--- src/rtl/div_unit.sv ---
// div_unit: multi-cycle restoring divider, signed or unsigned.
// An accepted request spends WIDTH cycles in CALC, one bit per edge. The
// final CALC edge also applies the result signs and writes the outputs.
// The divider then spends one cycle in SIGN with done high. A new request
// may be accepted in SIGN, so divisions can be issued back to back every
// WIDTH+1 cycles. Latency does not depend on the operand values.
module div_unit #(
  parameter int WIDTH = 16
) (
  input  logic             clk,
  input  logic             rst,
  input  logic             start,
  input  logic             sgn,
  input  logic [WIDTH-1:0] src1,
  input  logic [WIDTH-1:0] src0,
  output logic [WIDTH-1:0] quot,
  output logic [WIDTH-1:0] rem,
  output logic             busy,
  output logic             done,
  output logic             dz,
  output logic             ov,
  output logic             zr,
  output logic             neg
);

  localparam int CW = $clog2(WIDTH + 1);
  localparam logic [WIDTH-1:0] ALL_ONES = {WIDTH{1'b1}};
  localparam logic [WIDTH-1:0] ZERO     = {WIDTH{1'b0}};
  localparam logic [WIDTH-1:0] MAX_POS  = {1'b0, {(WIDTH-1){1'b1}}};
  localparam logic [WIDTH-1:0] MIN_NEG  = {1'b1, {(WIDTH-1){1'b0}}};

  typedef enum logic [1:0] {
    IDLE = 2'd0,
    CALC = 2'd1,
    SIGN = 2'd2
  } state_t;

  // Two's-complement negation.
  function automatic logic [WIDTH-1:0] twos_neg(input logic [WIDTH-1:0] v);
    return ~v + {{(WIDTH-1){1'b0}}, 1'b1};
  endfunction

  state_t           r_state;
  state_t           w_next;
  logic [CW-1:0]    r_cnt;
  logic [WIDTH-1:0] r_quo;      // dividend bits shifting out, quotient bits shifting in
  logic [WIDTH-1:0] r_prem;     // partial remainder magnitude
  logic [WIDTH-1:0] r_div;      // divisor magnitude
  logic [WIDTH-1:0] r_src1;     // original dividend, returned as remainder on divide-by-zero
  logic             r_sgn;
  logic             r_qneg;
  logic             r_rneg;
  logic             r_is_dz;
  logic             r_is_ov;
  logic [WIDTH-1:0] r_quot;
  logic [WIDTH-1:0] r_rem;
  logic             r_done;
  logic             r_dz;
  logic             r_ov;
  logic             r_zr;
  logic             r_neg;

  logic             w_accept;
  logic             w_last;
  logic             w_src1_neg;
  logic             w_src0_neg;
  logic [WIDTH-1:0] w_mag1;
  logic [WIDTH-1:0] w_mag0;
  logic [WIDTH:0]   w_shift;
  logic [WIDTH:0]   w_diff;
  logic             w_ge;
  logic [WIDTH-1:0] w_new_prem;
  logic [WIDTH-1:0] w_new_quo;
  logic [WIDTH-1:0] w_qfin;
  logic [WIDTH-1:0] w_rfin;

  // A request is taken when idle, or in the SIGN cycle, which allows
  // back-to-back issue.
  assign w_accept   = start & ((r_state == IDLE) | (r_state == SIGN));
  assign w_last     = (r_state == CALC) & (r_cnt == CW'(WIDTH - 1));
  assign w_src1_neg = sgn & src1[WIDTH-1];
  assign w_src0_neg = sgn & src0[WIDTH-1];
  assign w_mag1     = w_src1_neg ? twos_neg(src1) : src1;
  assign w_mag0     = w_src0_neg ? twos_neg(src0) : src0;

  // One restoring step: shift in the next dividend bit, then subtract the
  // divisor when the shifted value is large enough.
  assign w_shift    = {r_prem, r_quo[WIDTH-1]};
  assign w_diff     = w_shift - {1'b0, r_div};
  assign w_ge       = ~w_diff[WIDTH];
  assign w_new_quo  = {r_quo[WIDTH-2:0], w_ge};

  // Select the partial remainder that the restoring step keeps.
  always_comb begin
    w_new_prem = w_shift[WIDTH-1:0];
    if (w_ge) begin
      w_new_prem = w_diff[WIDTH-1:0];
    end else begin
      w_new_prem = w_shift[WIDTH-1:0];
    end
  end

  // Apply result signs and the divide-by-zero and overflow overrides to the
  // last step's magnitudes.
  always_comb begin
    w_qfin = w_new_quo;
    w_rfin = w_new_prem;
    if (r_is_dz) begin
      w_rfin = r_src1;
      if (r_sgn) begin
        if (r_rneg) begin
          w_qfin = MIN_NEG;
        end else begin
          w_qfin = MAX_POS;
        end
      end else begin
        w_qfin = ALL_ONES;
      end
    end else if (r_is_ov) begin
      w_qfin = MAX_POS;
      w_rfin = ZERO;
    end else begin
      if (r_qneg) begin
        w_qfin = twos_neg(w_new_quo);
      end else begin
        w_qfin = w_new_quo;
      end
      if (r_rneg) begin
        w_rfin = twos_neg(w_new_prem);
      end else begin
        w_rfin = w_new_prem;
      end
    end
  end

  // Register the FSM state.
  always_ff @(posedge clk or posedge rst) begin
    if (rst) begin
      r_state <= IDLE;
    end else begin
      r_state <= w_next;
    end
  end

  // Compute the next FSM state.
  always_comb begin
    w_next = r_state;
    case (r_state)
      IDLE: begin
        if (w_accept) begin
          w_next = CALC;
        end else begin
          w_next = IDLE;
        end
      end
      CALC: begin
        if (w_last) begin
          w_next = SIGN;
        end else begin
          w_next = CALC;
        end
      end
      SIGN: begin
        if (w_accept) begin
          w_next = CALC;
        end else begin
          w_next = IDLE;
        end
      end
      default: begin
        w_next = IDLE;
      end
    endcase
  end

  // Datapath: capture operands, iterate, and write the results on the last step.
  always_ff @(posedge clk or posedge rst) begin
    if (rst) begin
      r_cnt   <= {CW{1'b0}};
      r_quo   <= ZERO;
      r_prem  <= ZERO;
      r_div   <= ZERO;
      r_src1  <= ZERO;
      r_sgn   <= 1'b0;
      r_qneg  <= 1'b0;
      r_rneg  <= 1'b0;
      r_is_dz <= 1'b0;
      r_is_ov <= 1'b0;
      r_quot  <= ZERO;
      r_rem   <= ZERO;
      r_done  <= 1'b0;
      r_dz    <= 1'b0;
      r_ov    <= 1'b0;
      r_zr    <= 1'b1;
      r_neg   <= 1'b0;
    end else begin
      r_done <= 1'b0;
      if (w_accept) begin
        r_cnt   <= {CW{1'b0}};
        r_quo   <= w_mag1;
        r_prem  <= ZERO;
        r_div   <= w_mag0;
        r_src1  <= src1;
        r_sgn   <= sgn;
        r_qneg  <= w_src1_neg ^ w_src0_neg;
        r_rneg  <= w_src1_neg;
        r_is_dz <= (src0 == ZERO);
        r_is_ov <= sgn & (src1 == MIN_NEG) & (src0 == ALL_ONES);
      end else if (r_state == CALC) begin
        r_cnt  <= r_cnt + CW'(1);
        r_quo  <= w_new_quo;
        r_prem <= w_new_prem;
        if (w_last) begin
          r_quot <= w_qfin;
          r_rem  <= w_rfin;
          r_dz   <= r_is_dz;
          r_ov   <= r_is_ov;
          r_zr   <= ~|w_qfin;
          r_neg  <= w_qfin[WIDTH-1];
          r_done <= 1'b1;
        end
      end
    end
  end

  assign busy = (r_state != IDLE);
  assign done = r_done;
  assign quot = r_quot;
  assign rem  = r_rem;
  assign dz   = r_dz;
  assign ov   = r_ov;
  assign zr   = r_zr;
  assign neg  = r_neg;

endmodule

--- config.mk ---
export PLATFORM = sky130hd
export DESIGN_NAME = div_unit
export DESIGN_NICKNAME = d
export VERILOG_FILES = /design/src/rtl/div_unit.sv
export SDC_FILE = /design/constraint.sdc
export NUM_CORES = 1
export LEC_CHECK = 0
export ABC_CLOCK_PERIOD_IN_PS = 7300
export BUFFER_PORTS_ARGS = -buffer_cell sky130_fd_sc_hd__buf_2
export CAP_MARGIN = 10
export CORE_ASPECT_RATIO = 1.4
export CORE_MARGIN = 1
export CORE_UTILIZATION = 60
export CTS_CLUSTER_DIAMETER = 30
export DETAILED_ROUTE_END_ITERATION = 10
export GPL_TIMING_DRIVEN = 0
export HOLD_SLACK_MARGIN = 0.08
export PLACE_DENSITY_LB_ADDON = 0.1
export SLEW_MARGIN = 10
export SYNTH_ARGS = -nofsm -noshare
export SYNTH_HDL_FRONTEND = slang
export SYNTH_SLANG_ARGS = --single-unit
export TNS_END_PERCENT = 5
--- constraint.sdc ---
create_clock -name clk -period 7.3 [get_ports clk]
set_input_delay 2.19 -clock clk [delete_from_list [all_inputs] [get_ports clk]]
set_output_delay 2.19 -clock clk [all_outputs]
set_load 0.01 [all_outputs]
==> impl_metrics.toml <==
[worst_hold_path]
min-delay-start = "quot[13]"
hold_path_class = "register to register"
whs_path_depth = 2
holdPathEnd = "quot[13]"

[yosys]
syn_inst = 865
async_flop_share_pct = 100.0
synth-edff-count = 0
synthDistinctLibCells = 77
seq_area_frac_synth_pct = 38.89
synth_top_area_cell = "dfrtp_1"
syn_area_per_cell_um2 = 8.335
synthesis.nets = 925
ys.flop_type = "dfrtp_1"
yosysWarnings = 0
synth.area.top_cells = "dfrtp_1 (39%), nand2_1 (7.3%), o21ai_0 (6.7%)"
yosys.cell_count.top_type = "nand2_1"
synth_common_cells = "nand2_1 (140), dfrtp_1 (111), o21ai_0 (96)"
ys_seq_elements = 112
synth_top_area_share_pct = 38.53
post_synth_instance_area_um2 = 7209

[layout]
multi_input_area_um2 = 4028
antenna_cells = 0
final_nets = 1009
area_growth_syn_to_layout_pct = 12.18
layout-drive-gt1-share_pct = 13.42
fill_cells = 1022
stdcell_area_um2 = 8088
ff_latch_area_um2 = 2804
final_cells = 1101

[clocking]
cts_root_buf = "clkbuf_16"
hold_buffers = 0
post-cts-setup-buffers = 0
clkTransAtPathRegs_ns = 0.08
cts_tree = "done"
cts_made_buffers = 9
h-tree-depth = 3
cts.repair.resized = 0
clock_path_buffers = 2
clock_sinks = 112
clk_latency_ns = 0.35

[floorplanning]
rows = 47
die-area_um2 = 12460
start_util_pct = 61.30
coreArea_um2 = 11760
die_h_um = 131.7
num_io_pins = 74
die-width_um = 94.64

[timing]
finalClockSkew_ns = 0.009189
worst_slew_pin_slew_ns = 0.9975
finalSetupViolCount = 0
fin_ws_ns = 1.583
final-max-slew-violation-count = 0
min_period_ns = 5.717
rsz0062_at_grt = "false"
whs_ns = 0.4755
hold_violations = 0
fmax_mhz = 174.9
fin_crit_sh_pct = 78.32
slew-limit-headroom_pct = 33.25
fin_tns_setup_ns = 0

[worst_setup_path]
r2r_start = "r_quo[15]"
startpoint_type = "register"
path_max_fanout = 10
path_cells = "inv_1, ha_1, fa_1, nand2b_1, a211oi_1, o221a_2, o21a_2, nor2_2, inv_2, buf_2, buf_1, ha_1, nand3b_1, o31ai_1, xor2_1, a21oi_1, nor4b_1, nand4_1, nor4_1, a41o_1"
reg2reg_to = "zr"
cp_slowest_cell = "dfrtp_1"
path_class = "register to register"
slowest_delay_ns = 0.48
arrival_ns = 6.01
r2r_cells = 20
crit_required_ns = 7.60
crit_path_frequent_cell = "ha_1"
endpoint_kind = "register"
ff2ff_setup_slack_ns = 1.58

[status]
status = "complete, no violations"

[pwr]
seq_power_share_pct = 24.7
switching_share_pct = 50.17
pwr-share-comb_pct = 64.7
ir_worst_vdd_v = 0.0004319
p_clk_share_pct = 10.6
leakagePower_uw = 0.003547
p_int_uw = 2359
powerDensity_nw_per_um2 = 585.4
netSwitchingPower_uw = 2375

[global_route]
grt_pass1_vias = 6630
grt_pass1_wl_um = 34960
grt_usage_pct = 36.69
overflow = 0
grt_max_degree = 92
antenna_found_initial = 0

[drt]
antenna_left = 0
drt-initial-drc-count = 586
vias_per_cell = 6.349
vias = 6990
drc_errors = 0
drt_first_pass_iters = 5
post_drt_wl_per_cell_um = 20.15
wl_um = 22190

[placement]
gp_congestion = 0.9817
place_ws_ns = 1.763
hpwl_um = 17120
dp_cells = 1085
placed_cell_area_um2 = 7786
numPortBuffers = 72

[job]
maxCapViolations = 0
-- metal layers --
| metal | track usage, % | share of wire [%] | up-vias | wire (um) |
|---|---|---|---|---|
| li1 | - | - | 3260 | - |
| met1 | 44.83 | 39 | 3320 | 8575 |
| met4 | 20.45 | 5.5 | 0 | 1225 |
| met2 | 61.67 | 50 | 347 | 11050 |
| met3 | 4.340 | 6.0 | 63 | 1336 |
| met5 | 0 | 0 | - | 0 |
-- cells by family after synthesis --
| family | count (synthesis) | share of synthesized area [%] |
|---|---|---|
| buf+inv | 91 | 5.241 |
| xor+xnor | 47 | 5.710 |
| simple gates | 313 | 20.36 |
| mux | 20 | 2.898 |
| compound gates | 258 | 22.63 |
| flops | 112 | 38.89 |
| fa+ha+maj | 24 | 4.269 |
-- placed cells by master, fill, tap and decap left out, types with 5 or more instances in the layout --
cell / count
a211oi_1: 6
a21oi_1: 53
a31oi_1: 11
and3_1: 13
buf_1: 6
buf_2: 75
clkbuf_1: 36
clkbuf_16: 9
dfrtp_1: 111
ha_1: 23
inv_1: 38
mux2_2: 7
mux2i_1: 13
nand2_1: 140
nand2b_1: 5
nand3_1: 25
nand3b_1: 5
nand4_1: 8
nor2_1: 49
nor3_1: 18
nor4_1: 8
o211ai_1: 5
o21ai_0: 96
o22ai_1: 20
o31ai_1: 10
o41ai_1: 5
or2_2: 6
or3_1: 14
or4_1: 6
xnor2_1: 37
xor2_1: 10
-- stage by stage --
step / power (uW) / utilization, %
3_3_place_gp: 4085 / 65.93
2_1_floorplan: 3323 / -
4_1_cts: 4677 / 68.77
5_1_grt: 5102 / 68.77
3_5_place_dp: 4174 / 66.20
6_report: 4735 / 68.77
-- area by class of cell --
cell class | instances | share of cell area (%)
Multi-Input combinational cell | 662 | 49.80
Sequential cell | 112 | 34.67
Timing Repair Buffer | 73 | 4.796
Clock buffer | 10 | 2.955
Buffer | 51 | 2.816
Tap cell | 147 | 2.274
Inverter | 40 | 1.918
Clock inverter | 6 | 0.7735
-- worst max-delay path: cells and delay by family (launching register included) --
kind	cells	cell delay (ns)
xor+xnor	1	0.28
flops	1	0.48
fa+ha+maj	3	0.98
buf+inv	4	0.84
compound gates	6	1.61
simple gates	6	1.45
-- power groups by stage --
stage,combinational [uW],clock (uW),sequential (uW)
finish,3060,501,1170
detailed placement,3000,0,1170
CTS,3010,501,1160
global placement,2930,0,1160
global route,3370,526,1210
floorplan,2170,0,1150
-- worst max path at each step --
stage                            to  cells after the start      start
after floorplan                done                      1        rst
after global placement    r_div[10]                      2        rst
after detailed placement         zr                     20  r_quo[15]
after CTS                        zr                     20  r_quo[15]
after global routing             zr                     20  r_quo[15]
final                            zr                     20  r_quo[15]
-- flip-flops by register name (all words and copies together) (netlist names), 2 cells and up --
name and cells:
r_div 16, r_src1 16, r_quo 16, rem 16, r_state 2, r_prem 16
r_cnt 5, quot 16
Note: power is estimated with default switching activity, not from simulation.
